<file path="config.mk">
export PLATFORM = sky130hd
export DESIGN_NAME = calc_key_entry
export DESIGN_NICKNAME = d
export VERILOG_FILES = /design/src/rtl/calc_key_entry.sv
export SDC_FILE = /design/constraint.sdc
export NUM_CORES = 1
export LEC_CHECK = 0
export CORE_ASPECT_RATIO = 0.8
export CORE_MARGIN = 2
export CORE_UTILIZATION = 30
export DETAILED_ROUTE_END_ITERATION = 10
export PLACE_DENSITY_LB_ADDON = 0.1
export SLEW_MARGIN = 25
export SYNTH_ARGS = -nofsm -noshare
export SYNTH_HDL_FRONTEND = slang
export SYNTH_SLANG_ARGS = --single-unit
</file>
<file path="constraint.sdc">
create_clock -name clk -period 7.25 [get_ports clk]
set_input_delay 1.8125 -clock clk [delete_from_list [all_inputs] [get_ports clk]]
set_output_delay 1.8125 -clock clk [all_outputs]
set_load 0.01 [all_outputs]
</file>
<file path="src/rtl/calc_key_entry.sv">
// Keypad entry sequencer feeding the combinational calculator: builds a/b/operand
// from single-cycle key codes, pulses op_valid on '=', and chains result_in back into a.
module calc_key_entry #(
  parameter int nb         = 40,
  parameter int MAX_DIGITS = 12
) (
  input  logic                 clk,
  input  logic                 rst,
  input  logic                 key_valid,
  input  logic [4:0]           key_code,
  input  logic signed [nb-1:0] result_in,
  output logic signed [nb-1:0] a,
  output logic signed [nb-1:0] b,
  output logic [2:0]           operand,
  output logic                 op_valid,
  output logic signed [nb-1:0] entry_value,
  output logic [3:0]           digit_cnt,
  output logic                 key_err
);

  localparam logic [1:0] ENTER_A = 2'd0;
  localparam logic [1:0] ENTER_B = 2'd1;
  localparam logic [1:0] DONE    = 2'd2;

  // Extra headroom so mag*10+d can be compared against the limit without wrapping.
  localparam int             WW    = nb + 4;
  localparam logic [WW-1:0]  LIMIT = (WW'(1) << (nb - 1)) - WW'(1);

  logic [1:0]           state, state_n;
  logic [nb-2:0]        mag, mag_n, base_mag;
  logic                 sign, sign_n;
  logic [3:0]           cnt_n, base_cnt;
  logic [WW-1:0]        wide;
  logic signed [nb-1:0] a_n, b_n, ev_n;
  logic [2:0]           op_n;
  logic                 opv_n, err_n;

  always_comb begin
    state_n  = state;
    mag_n    = mag;
    sign_n   = sign;
    cnt_n    = digit_cnt;
    a_n      = a;
    b_n      = b;
    op_n     = operand;
    opv_n    = 1'b0;
    err_n    = 1'b0;
    // A digit after '=' starts a fresh entry rather than extending B.
    base_mag = (state == DONE) ? '0 : mag;
    base_cnt = (state == DONE) ? '0 : digit_cnt;
    wide     = WW'(base_mag) * WW'(10) + WW'(key_code[3:0]);

    if (key_valid) begin
      if (key_code < 5'd10) begin
        if (base_cnt < 4'(MAX_DIGITS) && wide <= LIMIT) begin
          mag_n = wide[nb-2:0];
          cnt_n = base_cnt + 4'd1;
          if (state == DONE) begin
            sign_n  = 1'b0;
            state_n = ENTER_A;
          end
        end else begin
          err_n = 1'b1;
        end
      end else if (key_code <= 5'd14) begin
        case (state)
          ENTER_A: begin
            a_n     = entry_value;
            op_n    = 3'(key_code - 5'd10);
            mag_n   = '0;
            sign_n  = 1'b0;
            cnt_n   = '0;
            state_n = ENTER_B;
          end
          ENTER_B: begin
            if (digit_cnt == 4'd0) op_n = 3'(key_code - 5'd10);
            else                   err_n = 1'b1;
          end
          default: begin
            a_n     = result_in;
            op_n    = 3'(key_code - 5'd10);
            mag_n   = '0;
            sign_n  = 1'b0;
            cnt_n   = '0;
            state_n = ENTER_B;
          end
        endcase
      end else if (key_code == 5'd15) begin
        // Entry is left intact so the display keeps showing B.
        if (state == ENTER_B) begin
          b_n     = entry_value;
          opv_n   = 1'b1;
          state_n = DONE;
        end else begin
          err_n = 1'b1;
        end
      end else if (key_code == 5'd16) begin
        a_n     = '0;
        b_n     = '0;
        op_n    = '0;
        mag_n   = '0;
        sign_n  = 1'b0;
        cnt_n   = '0;
        state_n = ENTER_A;
      end else if (key_code == 5'd17) begin
        if (state == DONE) err_n  = 1'b1;
        else               sign_n = ~sign;
      end else begin
        err_n = 1'b1;
      end
    end

    ev_n = sign_n ? -{1'b0, mag_n} : {1'b0, mag_n};
  end

  always_ff @(posedge clk or posedge rst) begin
    if (rst) begin
      state       <= ENTER_A;
      mag         <= '0;
      sign        <= 1'b0;
      digit_cnt   <= '0;
      a           <= '0;
      b           <= '0;
      operand     <= '0;
      op_valid    <= 1'b0;
      key_err     <= 1'b0;
      entry_value <= '0;
    end else begin
      state       <= state_n;
      mag         <= mag_n;
      sign        <= sign_n;
      digit_cnt   <= cnt_n;
      a           <= a_n;
      b           <= b_n;
      operand     <= op_n;
      op_valid    <= opv_n;
      key_err     <= err_n;
      entry_value <= ev_n;
    end
  end

endmodule

</file>
==> results_dict.tcl <==
set metrics [dict create \
    via_per_inst 5.301 \
    io_pins 177 \
    synthTopCellsByCount "nand2_1 (223), dfrtp_1 (170), o21ai_0 (111)" \
    met2_usage 0.2693 \
    synth_flop_cell "dfrtp_1" \
    ir_drop_mv 0.1860 \
    async_flop_share 1.000 \
    synth_nets 1634 \
    path_clk_slew_ns 0.07 \
    vias 11879 \
    hold_class "reg -> reg" \
    drtAntennaViolNets 0 \
    grt_pass1_wl_mm 70.66 \
    place.gp.congestion 0.8707 \
    setup_ws_ns 0.4887 \
    yosys_warnings 0 \
    crit_start "state[1]" \
    die_area_um2 44240 \
    total_leakage_power_nw 6.781 \
    syn_area_um2 12770 \
    reg2reg_from "state[1]" \
    synth_top_area_share 0.3331 \
    min_period_ns 6.761 \
    cts_hold_repair.buffers 0 \
    initialDrtViolationCount 989 \
    fin_skew_ns 0.009797 \
    start_kind "flop" \
    drv_cap 0 \
    grt.met3_usage 0.02256 \
    power.density_nw_per_um2 387.1 \
    path_max_fanout 47 \
    max_freq_mhz 147.9 \
    post-place-ws_ns 0.1370 \
    diodes 0 \
    die_h_um 188.5 \
    clk_latency_ns 0.44 \
    ff2ff_path_depth 26 \
    r2r-end "entry_value[26]" \
    io_buffer_count 176 \
    cts_buffers 17 \
    critical_path_class "reg -> reg" \
    busiest_layer "met1" \
    grt-ovfl-total 0 \
    cts.htree.levels 4 \
    synth_edf_count 0 \
    multi_input_area_um2 8118 \
    tns_ns 0 \
    worstMarginPinSlew_ns 0.9024 \
    endpoint "entry_value[26]" \
    synthCells 1509 \
    grt_max_degree 89 \
    antenna_found_initial 0 \
    grt_use_met1 0.3380 \
    ff2ff_setup_slack_ns 0.49 \
    clk_path_buf_depth 2 \
    dp_hpwl_mm 35.27 \
    critPathArrivalTime_ns 7.05 \
    finalSetupViolCount 0 \
    synth_seq_cells 170 \
    synth_cell_types 87 \
    rows 67 \
    layout-area-overhead-vs-synth_pct 25.48 \
    cts_root_buffer "clkbuf_16" \
    synth.avg_cell_area_um2 8.462 \
    post_drt_wl_per_cell_um 19.96 \
    cts_tree "built" \
    cts.sinks 170 \
    start_util 0.3047 \
    run_status "complete, no violations" \
    drt_wl_total_mm 44.73 \
    ys_seq_area_frac 0.3331 \
    slew_violations 0 \
    grtUsageTotal 0.2026 \
    drc 0 \
    finalHoldViolCount 0 \
    fill_cells 4298 \
    grt_pass1_vias 11398 \
    first_pass_iters 5 \
    max-slew-margin-rel 0.3984 \
    fin_crit_sh 0.9326 \
    synth_top_cell_by_area "dfrtp_1" \
    seqCellArea_um2 4254 \
    core_area_um2 41920 \
    rsz0062_at_grt "false" \
    endpoint_kind "flop" \
    synth.most_common_cell "nand2_1" \
    drive_gt1_frac 0.09769 \
    required_ns 7.54 \
    synthTopCellsByArea "dfrtp_1 (33%), ha_1 (7.4%), nand2_1 (6.6%)" \
    die_w_um 234.7 \
    nets 1801 \
]
-- worst min-delay path by stage --
stage	startpoint	cells after the start	slack, ns	end
detailed placement	a[22]	2	0.47	a[22]
CTS	a[22]	2	0.48	a[22]
finish	a[22]	2	0.47	a[22]
floorplan	state[1]	1	0.51	state[1]
global route	operand[2]	2	0.50	operand[2]
global placement	a[10]	2	0.46	a[10]
-- worst max-delay path, cell delays in order (launching register included) --
cell and delay (ns):
dfrtp_1 0.43, nor2b_2 0.23, inv_1 0.10, buf_12 0.17, and2_1 0.21, ha_1 0.30
ha_1 0.41, a21oi_1 0.29, o21ai_1 0.18, a21oi_1 0.23, o21a_1 0.28, o21a_1 0.25
xor2_1 0.11, or4_1 0.62, o211a_1 0.27, nand3_1 0.14, and2_4 0.24, o21ai_0 0.13
inv_1 0.10, ha_1 0.16, nand2_1 0.07, or3_1 0.38, or2_2 0.29, mux2i_2 0.27
nand4_1 0.29, o21a_1 0.27, xor2_1 0.14
-- repair_timing --
| action | CTS | global route |
|---|---|---|
| setup endpoints to repair | 0 | 23 |
| resized for setup | 0 | 20 |
| setup buffers | 0 | 0 |
-- cells by family after synthesis --
group / Yosys count / synth area share
AOI/OAI and AO/OA: 398 / 0.2032
muxes: 53 / 0.04184
and+or+nand+nor: 579 / 0.2302
buffers and inverters: 122 / 0.03900
adders and majority gates: 77 / 0.07603
xor gates and xnor gates: 110 / 0.07662
DFF: 170 / 0.3331
-- final cells by class --
type | count | share of cell area
repair buffers | 238 | 0.1398
well taps | 552 | 0.04310
flip-flops and latches | 170 | 0.2655
multi-input cells | 1217 | 0.5066
clock buffers | 18 | 0.02741
clock inverters | 14 | 0.009761
inverters | 32 | 0.007809
-- state kept, by name, indices dropped and copies added (netlist names) --
register and flops:
key_err 1, state 2, a 40, sign 1
operand 3, digit_cnt 4, op_valid 1, mag 39
entry_value 39, b 40
-- cell usage in the layout (no fill, tap or decap), types with 11 or more instances in the layout --
cell type	count
o21ai_1	21
xor2_1	46
buf_4	61
and2_1	50
nand4_1	30
o211ai_1	13
ha_1	73
clkbuf_16	17
o21a_1	12
a31oi_1	26
nor4_1	11
and3_1	19
nand2_1	223
o21ai_0	108
clkdlybuf4s50_1	176
xnor2_1	62
nor2_1	82
mux2i_1	49
nor3_1	27
a21oi_1	77
or3_1	14
o31ai_1	49
nand3_1	59
inv_1	31
a211oi_1	11
dfrtp_1	170
-- power by group --
group,internal (mW),switching (mW),leakage (nW)
registers,1.22,0.301,2.30
logic,1.54,2.21,4.19
clock network,0.524,0.409,0.293
total,3.28,2.92,6.78
-- layer usage --
layer / share of wire / up-vias
li1: - / 5795
met1: 0.56 / 5717
met2: 0.38 / 342
met3: 0.048 / 25
met4: 0.011 / 0
met5: 0 / -
-- per-stage QoR --
stage / utilization / power (mW) / cells / hold slack, ns / cell area (um2)
after floorplan: - / 3.779 / 1509 / 0.5131 / 12770
after CTS: 0.3804 / 6.183 / 2241 / 0.4808 / 15950
after global placement: 0.3662 / 5.214 / 2209 / 0.4603 / 15350
after global routing: 0.3823 / 6.670 / 2241 / 0.5034 / 16020
final: 0.3823 / 6.203 / 2241 / 0.4750 / 16020
after detailed placement: 0.3662 / 5.222 / 2209 / 0.4651 / 15350
No activity file was read; power rests on OpenSTA's default activity.
